### src/rtl/sd_pkg.sv
`default_nettype none
// +----------------------------------------------------------------------------+
// | Package    : sd_pkg                                                        |
// | Description: Shared helpers for the sigma-delta magnitude path: clog2,     |
// |              full-scale computation and bit-decode constants.              |
// | Revision   : 1.0 - initial release                                         |
// +----------------------------------------------------------------------------+
package sd_pkg;

  // Bit values as they appear on the sigma-delta line.
  localparam logic SD_BIT_POS = 1'b1;
  localparam logic SD_BIT_NEG = 1'b0;

  // Ceiling log2, usable in constant expressions.
  function automatic int clog2(input int value);
    int result;
    int remaining;
    result    = 0;
    remaining = value - 1;
    while (remaining > 0) begin
      result    = result + 1;
      remaining = remaining >> 1;
    end
    return result;
  endfunction

  // Full scale for a given output width: 2^(width-1)-1.
  function automatic int sd_fs(input int width);
    return (1 << (width - 1)) - 1;
  endfunction

  // Decoded level of one bitstream bit: +FS for a one, -FS for a zero.
  function automatic int sd_decode(input logic bit_in, input int width);
    return (bit_in == SD_BIT_POS) ? sd_fs(width) : -sd_fs(width);
  endfunction

endpackage
`default_nettype wire

### src/rtl/sd_leaky_int.sv
`default_nettype none
// +----------------------------------------------------------------------------+
// | Module     : sd_leaky_int                                                  |
// | Description: First-order leaky integrator, acc <= acc + din - (acc>>GAIN), |
// |              dout = acc >> GAIN. SIGNED selects arithmetic vs logical      |
// |              shift and sign vs zero extension of the operands.             |
// | Revision   : 1.0 - initial release                                         |
// +----------------------------------------------------------------------------+
module sd_leaky_int #(
  parameter int DATA_WIDTH = 17,
  parameter int GAIN       = 6,
  parameter bit SIGNED     = 1'b1
) (
  input  logic                  clk,
  input  logic                  rst,
  input  logic                  en,
  input  logic [DATA_WIDTH-1:0] din,
  output logic [DATA_WIDTH-1:0] dout
);

  localparam int c_ACC_W = DATA_WIDTH + GAIN;

  logic [c_ACC_W-1:0]    r_acc;
  logic [DATA_WIDTH-1:0] w_leak;
  logic [c_ACC_W-1:0]    w_din_ext;
  logic [c_ACC_W-1:0]    w_leak_ext;

  // The leak always fits DATA_WIDTH bits, so truncating the shifted
  // accumulator only drops redundant sign/zero bits.
  if (SIGNED) begin : g_signed
    assign w_leak     = DATA_WIDTH'($signed(r_acc) >>> GAIN);
    assign w_din_ext  = {{GAIN{din[DATA_WIDTH-1]}}, din};
    assign w_leak_ext = {{GAIN{w_leak[DATA_WIDTH-1]}}, w_leak};
  end else begin : g_unsigned
    assign w_leak     = DATA_WIDTH'(r_acc >> GAIN);
    assign w_din_ext  = {{GAIN{1'b0}}, din};
    assign w_leak_ext = {{GAIN{1'b0}}, w_leak};
  end

  assign dout = w_leak;

  // Accumulator update; reset wins over enable.
  always_ff @(posedge clk) begin
    if (rst) begin
      r_acc <= '0;
    end else if (en) begin
      r_acc <= r_acc + w_din_ext - w_leak_ext;
    end
  end

endmodule
`default_nettype wire

### src/rtl/sd_magnitude.sv
`default_nettype none
// +----------------------------------------------------------------------------+
// | Module     : sd_magnitude                                                  |
// | Description: Magnitude envelope of a 1-bit sigma-delta stream. Decode to   |
// |              +/-FS, signed leaky-integrator demodulator, rectifier, then   |
// |              an optional unsigned leaky-integrator smoother.               |
// |              Build option: SD_MAGNITUDE_SMOOTH_EN enables the smoother;    |
// |              without it the rectified value is registered directly.       |
// | Revision   : 1.0 - initial release                                         |
// +----------------------------------------------------------------------------+
module sd_magnitude #(
  parameter int WIDTH = 16,
  parameter int GAIN  = 6
) (
  input  logic             clk,
  input  logic             rst,
  input  logic             en,
  input  logic             in,
  output logic [WIDTH-1:0] out
);

  import sd_pkg::*;

  localparam logic [WIDTH:0] c_POS_FS = (WIDTH+1)'(sd_decode(SD_BIT_POS, WIDTH));
  localparam logic [WIDTH:0] c_NEG_FS = (WIDTH+1)'(sd_decode(SD_BIT_NEG, WIDTH));

  logic [WIDTH:0]   w_v;
  logic [WIDTH:0]   w_e1;
  logic [WIDTH-2:0] w_mag;
  logic [WIDTH-1:0] w_scaled;

  // Decode the incoming bit to a signed full-scale level.
  assign w_v = in ? c_POS_FS : c_NEG_FS;

  sd_leaky_int #(
    .DATA_WIDTH (WIDTH + 1),
    .GAIN       (GAIN),
    .SIGNED     (1'b1)
  ) u_stage1 (
    .clk  (clk),
    .rst  (rst),
    .en   (en),
    .din  (w_v),
    .dout (w_e1)
  );

  // |e1| never exceeds FS, so it fits WIDTH-1 bits; doubling maps it onto
  // the full unsigned output range.
  assign w_mag    = (WIDTH-1)'(w_e1[WIDTH] ? (-w_e1) : w_e1);
  assign w_scaled = {w_mag, 1'b0};

`ifdef SD_MAGNITUDE_SMOOTH_EN
  logic [WIDTH-1:0] w_smooth;

  // The smoother's accumulator is the output register; out = a2 >> GAIN.
  sd_leaky_int #(
    .DATA_WIDTH (WIDTH),
    .GAIN       (GAIN),
    .SIGNED     (1'b0)
  ) u_stage2 (
    .clk  (clk),
    .rst  (rst),
    .en   (en),
    .din  (w_scaled),
    .dout (w_smooth)
  );

  assign out = w_smooth;
`else
  logic [WIDTH-1:0] r_out;

  // Register the rectified demodulator output directly.
  always_ff @(posedge clk) begin
    if (rst) begin
      r_out <= '0;
    end else if (en) begin
      r_out <= w_scaled;
    end
  end

  assign out = r_out;
`endif

endmodule
`default_nettype wire

### config.mk
export PLATFORM = sky130hd
export DESIGN_NAME = sd_magnitude
export DESIGN_NICKNAME = d
export VERILOG_FILES = /design/src/rtl/sd_pkg.sv /design/src/rtl/sd_leaky_int.sv /design/src/rtl/sd_magnitude.sv
export SDC_FILE = /design/constraint.sdc
export NUM_CORES = 1
export LEC_CHECK = 0
export CAP_MARGIN = 10
export CELL_PAD_IN_SITES_DETAIL_PLACEMENT = 1
export CELL_PAD_IN_SITES_GLOBAL_PLACEMENT = 2
export CORE_MARGIN = 10
export CORE_UTILIZATION = 40
export CTS_CLUSTER_SIZE = 20
export DETAILED_ROUTE_END_ITERATION = 6
export GPL_TIMING_DRIVEN = 0
export PLACE_DENSITY_LB_ADDON = 0.1
export SLEW_MARGIN = 20
export SYNTH_ARGS = -nofsm -noshare
export SYNTH_HDL_FRONTEND = slang
export SYNTH_SLANG_ARGS = --single-unit
### constraint.sdc
create_clock -name clk -period 7.66 [get_ports clk]
set_input_delay 1.532 -clock clk [delete_from_list [all_inputs] [get_ports clk]]
set_output_delay 1.532 -clock clk [all_outputs]
set_load 0.005 [all_outputs]
==> metrics.md <==
| Metric | Value |
|---|---|
| Outcome | `completed` |
| R2R Setup Slk | `roughly 4.4 ns` |
| Ports | `20` |
| Final WL | `approximately 9 mm` |
| Metal2 WL | `between 4 and 5 mm` |
| RR Startpoint | `u_stage1.r_acc[22]` |
| Cell Chain, Critical Path | `clkdlybuf4s50_1, inv_1, fa_1, inv_1, ha_1, a21o_1, a221oi_4, a22oi_4, a41oi_4, a21oi_2, xnor2_1, a211oi_2` |
| Post-route DRC violation count | `0` |
| Area fraction of the dominant cell type after synthesis | `between 20 and 25%` |
| Met3 wire len | `~330 um` |
| Die width | `112 um` |
| Synth-to-Final Area Change | `11.3%` |
| Inserted Clock Buffers | `5` |
| Critical path startpoint category | `primary input` |
| Worst reg2reg path depth | `11` |
| WL met1 | `4.62 mm` |
| Routed WL per cell | `about 17 um` |
| Antenna violations before repair | `0` |
| Setup crit end kind | `flip-flop` |
| Total track usage | `14.8%` |
| Final Slew Violations | `0` |
| Clock slew at reported path FFs | `roughly 0.080 ns` |
| Post-cts resize count | `0` |
| Max Fclk | `176 MHz` |
| Iteration-0 DRC Markers | `between 100 and 150` |
| RSZ-0062 raised after global routing | `false` |
| Via/cell ratio | `about 5.3` |
| CTS tree | `yes` |
| N_diodes | `0` |
| Post-synth EDFFs | `0` |
| CP most frequent cell | `inv_1` |
| Area of the core | `roughly 8200 um^2` |
| Crit path kind | `primary input to flip-flop` |
| FF-to-FF End | `u_stage1.r_acc[22]` |
| Synth Flop Type | `dfxtp_1` |
| Gr ovfl total | `0` |
| Largest family of logic cells by synthesized area | `compound AO/OA/AOI/OAI gates` |
| Number of register bits inferred by synthesis | `38` |
| Postcts setup bufs | `0` |
| Synth Area in XOR/XNOR | `under 10%` |
| Distinct cell type count after synthesis | `60` |
| Largest net degree at the start of global routing | `14` |
| Synth area leaders | `dfxtp_1 (22%), fa_1 (12%), ha_1 (9.6%)` |
| Row count | `33` |
| Final hold viol count | `0` |
| Top Layer Used | `met4` |
| Vias in the first global route | `between 2,000 and 3,000` |
| Final Non-Filler Cells | `530` |
| Worst hold path class | `flip-flop to flip-flop` |
| CP Launch Point | `in` |
| Initial DRT Pass Iterations | `4` |
| Synth async-reset ratio | `0%` |
| Cell family with most CP delay | `buffers and inverters` |
| Worst path depth | `12` |
| Fraction of layout cells with a size suffix above 1 | `around 6.1%` |
| Clk Latency, worst-skew pair | `approximately 0.29 ns` |
| Crit path max fanout | `13` |
| Mapped Area | `approximately 3400 um^2` |
| Least-Margin Pin Slew | `roughly 0.87 ns` |
| Buf/Inv on CP | `3` |
| Skew final | `approximately 0.0077 ns` |
| CP peak stage delay | `just over 1 ns` |
| Worst slew margin | `between 40% and 50%` |
| Crit path capture | `u_stage1.r_acc[22]` |
| Root Buffer | `clkbuf_8` |
| Setup_tns | `0 ns` |
| Syn nets | `452` |
| CP Data Required Time | `roughly 7.9 ns` |
| First-pass GRT wire length | `~16 mm` |
| Synth Area in Compound Gates | `approximately a quarter` |
| Register area share after synthesis | `~22%` |
| Placed cell count | `522` |
| Post-layout net count | `between 400 and 500` |
| WP data arrival | `between 5 and 6 ns` |
| Max cap viols | `0` |
| Yosys top cell by area | `dfxtp_1` |
| Mapped Cells | `401` |
| Maximum clock path buffer count | `2` |
| Hold buffer count at CTS | `0` |
| Post-Synth Adder-Cell Area | `a little over a fifth` |
| Via count | `approximately 2,800` |
| Mux cell area share after synthesis | `2.95%` |
| Final-report setup violation count | `0` |
| Tcrit/Tclk final | `approximately 74%` |
| Die Y | `112 um` |
| Final Wtd Congestion | `0.816` |
| Slowest-stage cell, CP | `clkdlybuf4s50_1` |
| Mapped Avg Cell Area | `~8.5 um^2` |
| Die ar. | `about 13,000 um^2` |
| Period minus WS final | `roughly 5.7 ns` |
| Clock sink total | `38` |
| Htree depth | `2` |
| Yosys warns | `0` |
| Detail Placement HPWL | `approximately 7.5 mm` |
| Post-synthesis simple-gate area fraction | `between 10 and 15%` |
| Starting Density | `about two fifths` |
| Hold WS | `between 0.4 and 0.5 ns` |
| Routed Antenna Nets | `0` |
| Number of port buffers | `16` |
## how the worst min path moves through the flow
stage,startpoint,endpoint,cells after the start
floorplan,u_stage1.r_acc[21],u_stage1.r_acc[21],2
global placement,out[14],out[14],2
detailed placement,out[12],out[12],2
CTS,out[12],out[12],2
global route,out[9],out[9],2
finish,out[3],out[3],2
## logic make-up after synthesis
group | count (synthesis)
AOI/OAI and AO/OA | 107
xor gates and xnor gates | 29
adders and majority gates | 47
buffers and inverters | 83
DFF | 38
muxes | 10
other | 1
and+or+nand+nor | 86
## sequential cells by signal, indices dropped and copies added, names as in the netlist
| name | cells |
|---|---|
| out | 15 |
| u_stage1.r_acc | 23 |
## per-layer routing
layer	vias to the layer above	track usage, %
met5	-	0
met3	4	1.49
met1	1350	20.5
met2	44	24.0
met4	0	3.72
li1	1412	-
## layout by cell type (no fill, tap or decap), types with 3 or more instances in the layout
cell type	n
inv_1	67
nor2_1	38
dfxtp_1	38
xnor2_1	26
ha_1	26
nand2_1	22
fa_1	21
a21oi_1	18
a211oi_1	18
clkdlybuf4s50_1	16
o21ai_0	12
clkbuf_1	11
mux2i_1	10
a21o_1	7
o21ai_1	6
o31ai_1	6
clkbuf_8	6
nand2b_1	5
nand3_1	5
nor3_1	4
o211ai_1	3
xor2_1	3
nand4_1	3
o21a_1	3
a21oi_2	3
## Yosys cell counts, types with 2 or more instances
master / instances
xor2_1: 3
clkbuf_1: 10
o211ai_1: 3
o21ai_0: 12
nor2b_1: 2
a21o_1: 7
nor3_1: 4
o31ai_1: 6
dfxtp_1: 38
nand3_1: 5
nor2_1: 38
a31oi_1: 2
o41ai_2: 2
xnor2_1: 26
or3_1: 2
a211oi_1: 18
o21a_1: 3
nand2_1: 22
buf_1: 2
o22ai_1: 2
inv_1: 67
a211oi_2: 2
nand2b_1: 5
nand4_1: 3
mux2i_1: 10
fa_1: 21
a32oi_1: 2
a21oi_1: 18
o21ai_1: 6
o21bai_1: 2
a21oi_2: 3
buf_2: 2
ha_1: 26
## metrics by stage
stage | utilization [%] | instance area (um^2) | setup WS, ns
floorplan | - | 3390 | 3.28
global placement | 44.8 | 3680 | 1.61
detailed placement | 44.8 | 3680 | 1.56
CTS | 45.9 | 3770 | 1.87
global route | 45.9 | 3770 | 1.62
finish | 45.9 | 3770 | 1.97
## tightest hold or removal path, delay by kind of cell (launching register included)
| family | cells | cell delay [ns] |
|---|---|---|
| DFF | 1 | 0.32 |
| and+or+nand+nor | 1 | 0.08 |
| AOI/OAI and AO/OA | 1 | 0.05 |
## layout make-up
cell class / count / area (um^2)
flip-flops and latches: 38 / 761
plain buffers: 15 / 62.6
well taps: 105 / 131
fillers: 1009 / 4440
multi-input cells: 280 / 2310
inverters: 68 / 255
clock inverters: 1 / 5.00
clock buffers: 7 / 86.3
repair buffers: 16 / 160
Power is left out: the tool's default activity adds up to more than one toggle a clock period on the data nets, which glitch-free logic cannot reach.
